## src/rtl/seg7_monitor_3digit.sv

```systemverilog
// seg7_monitor_3digit: debounces three 7-segment digit buses, decodes them
// back to BCD, rebuilds a 0..999 value and checks it advances by +1 mod 1000.
// Latency: pattern stable from sampling edge 0 -> accept at edge STABLE_CYCLES,
// outputs/pulses registered at edge STABLE_CYCLES+1. No backpressure (monitor only).
// Ports: clk, rst (sync, active-high); seg0/seg1/seg2 (bit7..1 = a..g, bit0 = dp);
//        digit0..2, value, value_valid, pattern_err, seq_err, err_count.
// Optional: define SEG7_LEADING_BLANK_EN to decode 00 on seg2 (and on seg1 when
//           seg2 is also 00) as digit 0.
module seg7_monitor_3digit #(
  parameter int STABLE_CYCLES = 2,
  parameter int ERR_W         = 8
) (
  input  logic             clk,
  input  logic             rst,
  input  logic [7:0]       seg0,
  input  logic [7:0]       seg1,
  input  logic [7:0]       seg2,
  output logic [3:0]       digit0,
  output logic [3:0]       digit1,
  output logic [3:0]       digit2,
  output logic [9:0]       value,
  output logic             value_valid,
  output logic             pattern_err,
  output logic             seq_err,
  output logic [ERR_W-1:0] err_count
);

  localparam logic [3:0] STAB = 4'(STABLE_CYCLES);

  typedef enum logic {WAIT_FIRST, TRACK} state_t;

  // Returns {valid, bcd}. blank_ok lets an all-dark digit read as 0.
  function automatic logic [4:0] dec(input logic [7:0] p, input logic blank_ok);
    logic [4:0] r;
    r = 5'd0;
    case (p)
      8'hFC: r = {1'b1, 4'd0};
      8'h60: r = {1'b1, 4'd1};
      8'hDA: r = {1'b1, 4'd2};
      8'hF2: r = {1'b1, 4'd3};
      8'h66: r = {1'b1, 4'd4};
      8'hB6: r = {1'b1, 4'd5};
      8'hBE: r = {1'b1, 4'd6};
      8'hE0: r = {1'b1, 4'd7};
      8'hFE: r = {1'b1, 4'd8};
      8'hE6: r = {1'b1, 4'd9};
      8'h00: r = {blank_ok, 4'd0};
      default: r = 5'd0;
    endcase
    return r;
  endfunction

  // dp bits are forced low so they never disturb debounce or decode
  logic [23:0] w_bus;
  assign w_bus = {seg2, seg1, seg0} & 24'hFEFEFE;

  logic [23:0] r_samp;
  logic [23:0] r_last;
  logic [3:0]  r_stab_cnt;
  logic        r_acc;
  state_t      r_state;

  logic [3:0] w_cnt_next;
  always_comb begin
    w_cnt_next = r_stab_cnt;
    if (w_bus != r_samp)
      w_cnt_next = 4'd0;
    else if (r_stab_cnt != STAB)
      w_cnt_next = r_stab_cnt + 4'd1;
  end

  logic w_blank1;
  logic w_blank2;
`ifdef SEG7_LEADING_BLANK_EN
  assign w_blank2 = 1'b1;
  assign w_blank1 = (r_samp[23:16] == 8'h00);
`else
  assign w_blank2 = 1'b0;
  assign w_blank1 = 1'b0;
`endif

  logic [4:0] w_dec0;
  logic [4:0] w_dec1;
  logic [4:0] w_dec2;
  assign w_dec0 = dec(r_samp[7:0],   1'b0);
  assign w_dec1 = dec(r_samp[15:8],  w_blank1);
  assign w_dec2 = dec(r_samp[23:16], w_blank2);

  logic       w_all_valid;
  logic [9:0] w_new_value;
  logic [9:0] w_exp_value;
  assign w_all_valid = w_dec0[4] & w_dec1[4] & w_dec2[4];
  assign w_new_value = 10'(w_dec2[3:0]) * 10'd100 + 10'(w_dec1[3:0]) * 10'd10
                     + 10'(w_dec0[3:0]);
  assign w_exp_value = (value == 10'd999) ? 10'd0 : value + 10'd1;

  logic w_err_sat;
  assign w_err_sat = (err_count == {ERR_W{1'b1}});

  always_ff @(posedge clk) begin
    if (rst) begin
      r_samp      <= '0;
      r_last      <= '0;
      r_stab_cnt  <= '0;
      r_acc       <= 1'b0;
      r_state     <= WAIT_FIRST;
      digit0      <= '0;
      digit1      <= '0;
      digit2      <= '0;
      value       <= '0;
      value_valid <= 1'b0;
      pattern_err <= 1'b0;
      seq_err     <= 1'b0;
      err_count   <= '0;
    end else begin
      r_samp     <= w_bus;
      r_stab_cnt <= w_cnt_next;
      // Single-cycle accept strobe on the edge the counter first reaches the target
      r_acc      <= (w_cnt_next == STAB) && (r_stab_cnt != STAB);

      value_valid <= 1'b0;
      pattern_err <= 1'b0;
      seq_err     <= 1'b0;

      // Re-settling on the already-accepted pattern (glitch) is ignored
      if (r_acc && (r_samp != r_last)) begin
        r_last <= r_samp;
        if (!w_all_valid) begin
          pattern_err <= 1'b1;
          if (!w_err_sat) err_count <= err_count + 1'b1;
        end else begin
          digit0      <= w_dec0[3:0];
          digit1      <= w_dec1[3:0];
          digit2      <= w_dec2[3:0];
          value       <= w_new_value;
          value_valid <= 1'b1;
          r_state     <= TRACK;
          if ((r_state == TRACK) && (w_new_value != w_exp_value)) begin
            seq_err <= 1'b1;
            if (!w_err_sat) err_count <= err_count + 1'b1;
          end
        end
      end
    end
  end

endmodule

```

## config.mk

```make
export PLATFORM = sky130hd
export DESIGN_NAME = seg7_monitor_3digit
export DESIGN_NICKNAME = d
export VERILOG_FILES = /design/src/rtl/seg7_monitor_3digit.sv
export SDC_FILE = /design/constraint.sdc
export NUM_CORES = 1
export LEC_CHECK = 0
export CAP_MARGIN = 20
export CORE_ASPECT_RATIO = 1.75
export CORE_UTILIZATION = 35
export DETAILED_ROUTE_END_ITERATION = 10
export HOLD_SLACK_MARGIN = 0.06
export PLACE_DENSITY = 0.51
export SLEW_MARGIN = 20
export SYNTH_ARGS = -nofsm -noshare
export SYNTH_HDL_FRONTEND = slang
export SYNTH_SLANG_ARGS = --single-unit
```

## constraint.sdc

```tcl
create_clock -name clk -period 5.35 [get_ports clk]
set_input_delay 1.07 -clock clk [delete_from_list [all_inputs] [get_ports clk]]
set_output_delay 1.07 -clock clk [all_outputs]
set_load 0.02 [all_outputs]
```

==> results.sh <==
export IMPL_grt_pass1_wl_mm=21.6
export IMPL_ys_flop_type="dfxtp_1"
export IMPL_grt_pass1_vias=4270
export IMPL_worstMarginPinSlew_ps=740
export IMPL_seq_area_sq_mm=0.00161
export IMPL_power_uw=1380
export IMPL_synth_area_sq_mm=0.00515
export IMPL_cts_clk_slew_worst_paths_ps=60
export IMPL_path_common_cell="ha_1"
export IMPL_pre_cts_ws_ps=-4.67
export IMPL_maxCapViolCount=0
export IMPL_ys_top_cells_by_area="dfxtp_1 (31%), ha_1 (6.6%), mux2i_1 (6.2%)"
export IMPL_multiInputGateArea_sq_mm=0.00330
export IMPL_drtIter0Drc=304
export IMPL_clock_skew_ps=8.43
export IMPL_reg2reg_to="err_count[2]"
export IMPL_status="complete, no violations"
export IMPL_port_buffer_count=55
export IMPL_yosysWarnings=0
export IMPL_seq_area_frac_synth_pct=31.1
export IMPL_end_kind="flop"
export IMPL_start_kind="flop"
export IMPL_area_growth_pct=21.4
export IMPL_first_pass_iters=4
export IMPL_core_sq_mm=0.0144
export IMPL_nets=702
export IMPL_htreeDepth=3
export IMPL_vias=4342
export IMPL_r2r_slack_ps=290
export IMPL_min_period_ps=5060
export IMPL_cts_sinks=80
export IMPL_slowest_stage="dfxtp_1"
export IMPL_arrival_ps=5310
export IMPL_grt_max_degree=41
export IMPL_syn_avg_cell_area_sq_um=8.68
export IMPL_root_buffer="clkbuf_16"
export IMPL_wl_mm=13.2
export IMPL_drc=0
export IMPL_fin_crit_sh_pct=94.6
export IMPL_cts_hold_buf=0
export IMPL_cts_made_buffers=9
export IMPL_die_x_um=93.7
export IMPL_dieArea_sq_mm=0.0152
export IMPL_grt_usage_pct=18.5
export IMPL_synth_edf_count=0
export IMPL_initial_utilization_pct=35.8
export IMPL_num_antenna_cells=0
export IMPL_r2r_start="r_samp[23]"
export IMPL_finalHoldViolations=0
export IMPL_yosysMostFrequentCell="dfxtp_1"
export IMPL_synth_top_cell_area_share_pct=31.1
export IMPL_relSlewSlack_pct=50.5
export IMPL_via_per_inst=5.24
export IMPL_antenna_found_initial=0
export IMPL_worstSkewPairLatency_ps=350
export IMPL_crit_required_ps=5590
export IMPL_path_class="flop to flop"
export IMPL_synth_common_cells="dfxtp_1 (80), nor2_1 (67), xor2_1 (35)"
export IMPL_crit_start="r_samp[23]"
export IMPL_place_hpwl_mm=10.2
export IMPL_hold_class="flop to flop"
export IMPL_fmax_mhz=198
export IMPL_num_rows=58
export IMPL_dieHeight_um=162
export IMPL_async_flop_share_pct=0
export IMPL_cts_buffer_depth=2
export IMPL_slew_violations=0
export IMPL_synthCells=593
export IMPL_tns_ps=0
export IMPL_drive_gt1_share_pct=10.6
export IMPL_path_cells="nand3_1, nor4bb_1, nand2_1, nand3_1, ha_1, ha_1, fa_1, ha_1, ha_1, a2111oi_0, o21ai_0, nand3_1, xnor2_1, nand4_2, nor4b_4, buf_4, buf_4, nor4_1, o21a_1"
export IMPL_post_cts_buffers=0
export IMPL_yosysTopAreaCell="dfxtp_1"
export IMPL_hold_ws_ps=446
export IMPL_io_pins=59
export IMPL_synth_cell_type_count=72
export IMPL_wl_per_cell_um=16.0
export IMPL_crit_path_end="err_count[2]"
export IMPL_setup_viol=0
export IMPL_overflow=0
export IMPL_place_congestion=0.849
export IMPL_ir_drop_mv=0.145
export IMPL_worstRegToRegCells=19
export IMPL_cts_tree="yes"
export IMPL_leakagePower_uw=0.00272
export IMPL_layout_setup_ws_ps=288
export IMPL_p_per_area_mw_per_mm2=221
export IMPL_fillCellCount=1439
export IMPL_cpPeakStageDelay_ps=530
export IMPL_rsz0062_at_grt="false"
export IMPL_ant_nets=0
export IMPL_synth_fp_nets=651
export IMPL_ys_ff_latch=80
export IMPL_crit_fanout=11
==> layout by cell type (no fill, tap or decap), drive strengths merged, types with 17 or more instances in the layout <==
cell type,n
nor2b,26
clkdlybuf4s50,54
inv,18
a21oi,29
nor2,67
nand2,25
ha,27
buf,27
dfxtp,80
nand4,17
mux2i,32
nand3,20
xor2,35
xnor2,32
==> what timing repair did <==
item	in CTS	in global routing
gates cloned	0	0
resized for setup	2	9
pin swaps	0	0
hold endpoints to repair	0	0
endpoints found under the setup margin	3	8
==> worst max-delay path, delay by kind of cell, from the launching register on <==
family	cells	cell delay [ps]
DFF	1	530
and+or+nand+nor	8	1470
adders and majority gates	5	1630
xor gates and xnor gates	1	160
buffers and inverters	2	360
AOI/OAI and AO/OA	3	790
==> state kept, by name (all words and copies together) (netlist names) <==
register     cells
digit1           4
r_acc            1
r_state          1
seq_err          1
r_stab_cnt       4
err_count        8
r_last          21
digit0           4
value            9
value_valid      1
digit2           4
r_samp          21
pattern_err      1
==> worst min-delay path by stage <==
stage / from / to / cells after the start
finish: digit0[3] / digit0[3] / 2
floorplan: r_state / seq_err / 2
CTS: digit0[3] / digit0[3] / 2
global route: digit0[3] / digit0[3] / 2
detailed placement: digit0[3] / digit0[3] / 2
global placement: digit0[3] / digit0[3] / 2
==> through the flow <==
step / area [sq um] / cells / util [%]
4_1_cts: 6220 / 828 / 43.3
2_1_floorplan: 5150 / 593 / -
5_1_grt: 6250 / 829 / 43.5
3_3_place_gp: 5910 / 812 / 41.1
3_5_place_dp: 5910 / 812 / 41.1
6_report: 6250 / 829 / 43.5
==> kinds of logic (layout without fill, tap and decap cells) <==
kind of cell / count (synthesis) / after routing / synth area share [%]
AOI/OAI and AO/OA: 93 / 93 / 12.5
xor gates and xnor gates: 68 / 68 / 12.0
adders and majority gates: 32 / 32 / 8.50
buffers and inverters: 58 / 114 / 5.32
DFF: 80 / 80 / 31.1
muxes: 32 / 32 / 6.22
and+or+nand+nor: 230 / 230 / 24.4
==> metal layers <==
layer | up-vias | global-route usage (%) | wire length, um
met2 | 59 | 35.8 | 7500
met4 | 0 | 6.85 | 253
met3 | 14 | 2.66 | 280
li1 | 2199 | - | -
met1 | 2070 | 19.6 | 5200
met5 | - | 0 | 0
==> layout make-up <==
cell class,count,share of cell area (%)
inverters,17,1.02
clock buffers,10,3.82
well taps,180,3.60
multi-input cells,455,52.8
clock inverters,6,1.06
flip-flops and latches,80,25.8
repair buffers,81,11.8
==> power breakdown <==
part / internal [uW] / switching, uW / total (uW) / leakage, uW
Clock: 376 / 267 / 643 / 0.000153
Combinational: 55.0 / 56.1 / 111 / 0.00192
Sequential: 604 / 25.7 / 630 / 0.000652
No activity file was read; power rests on OpenSTA's default activity.
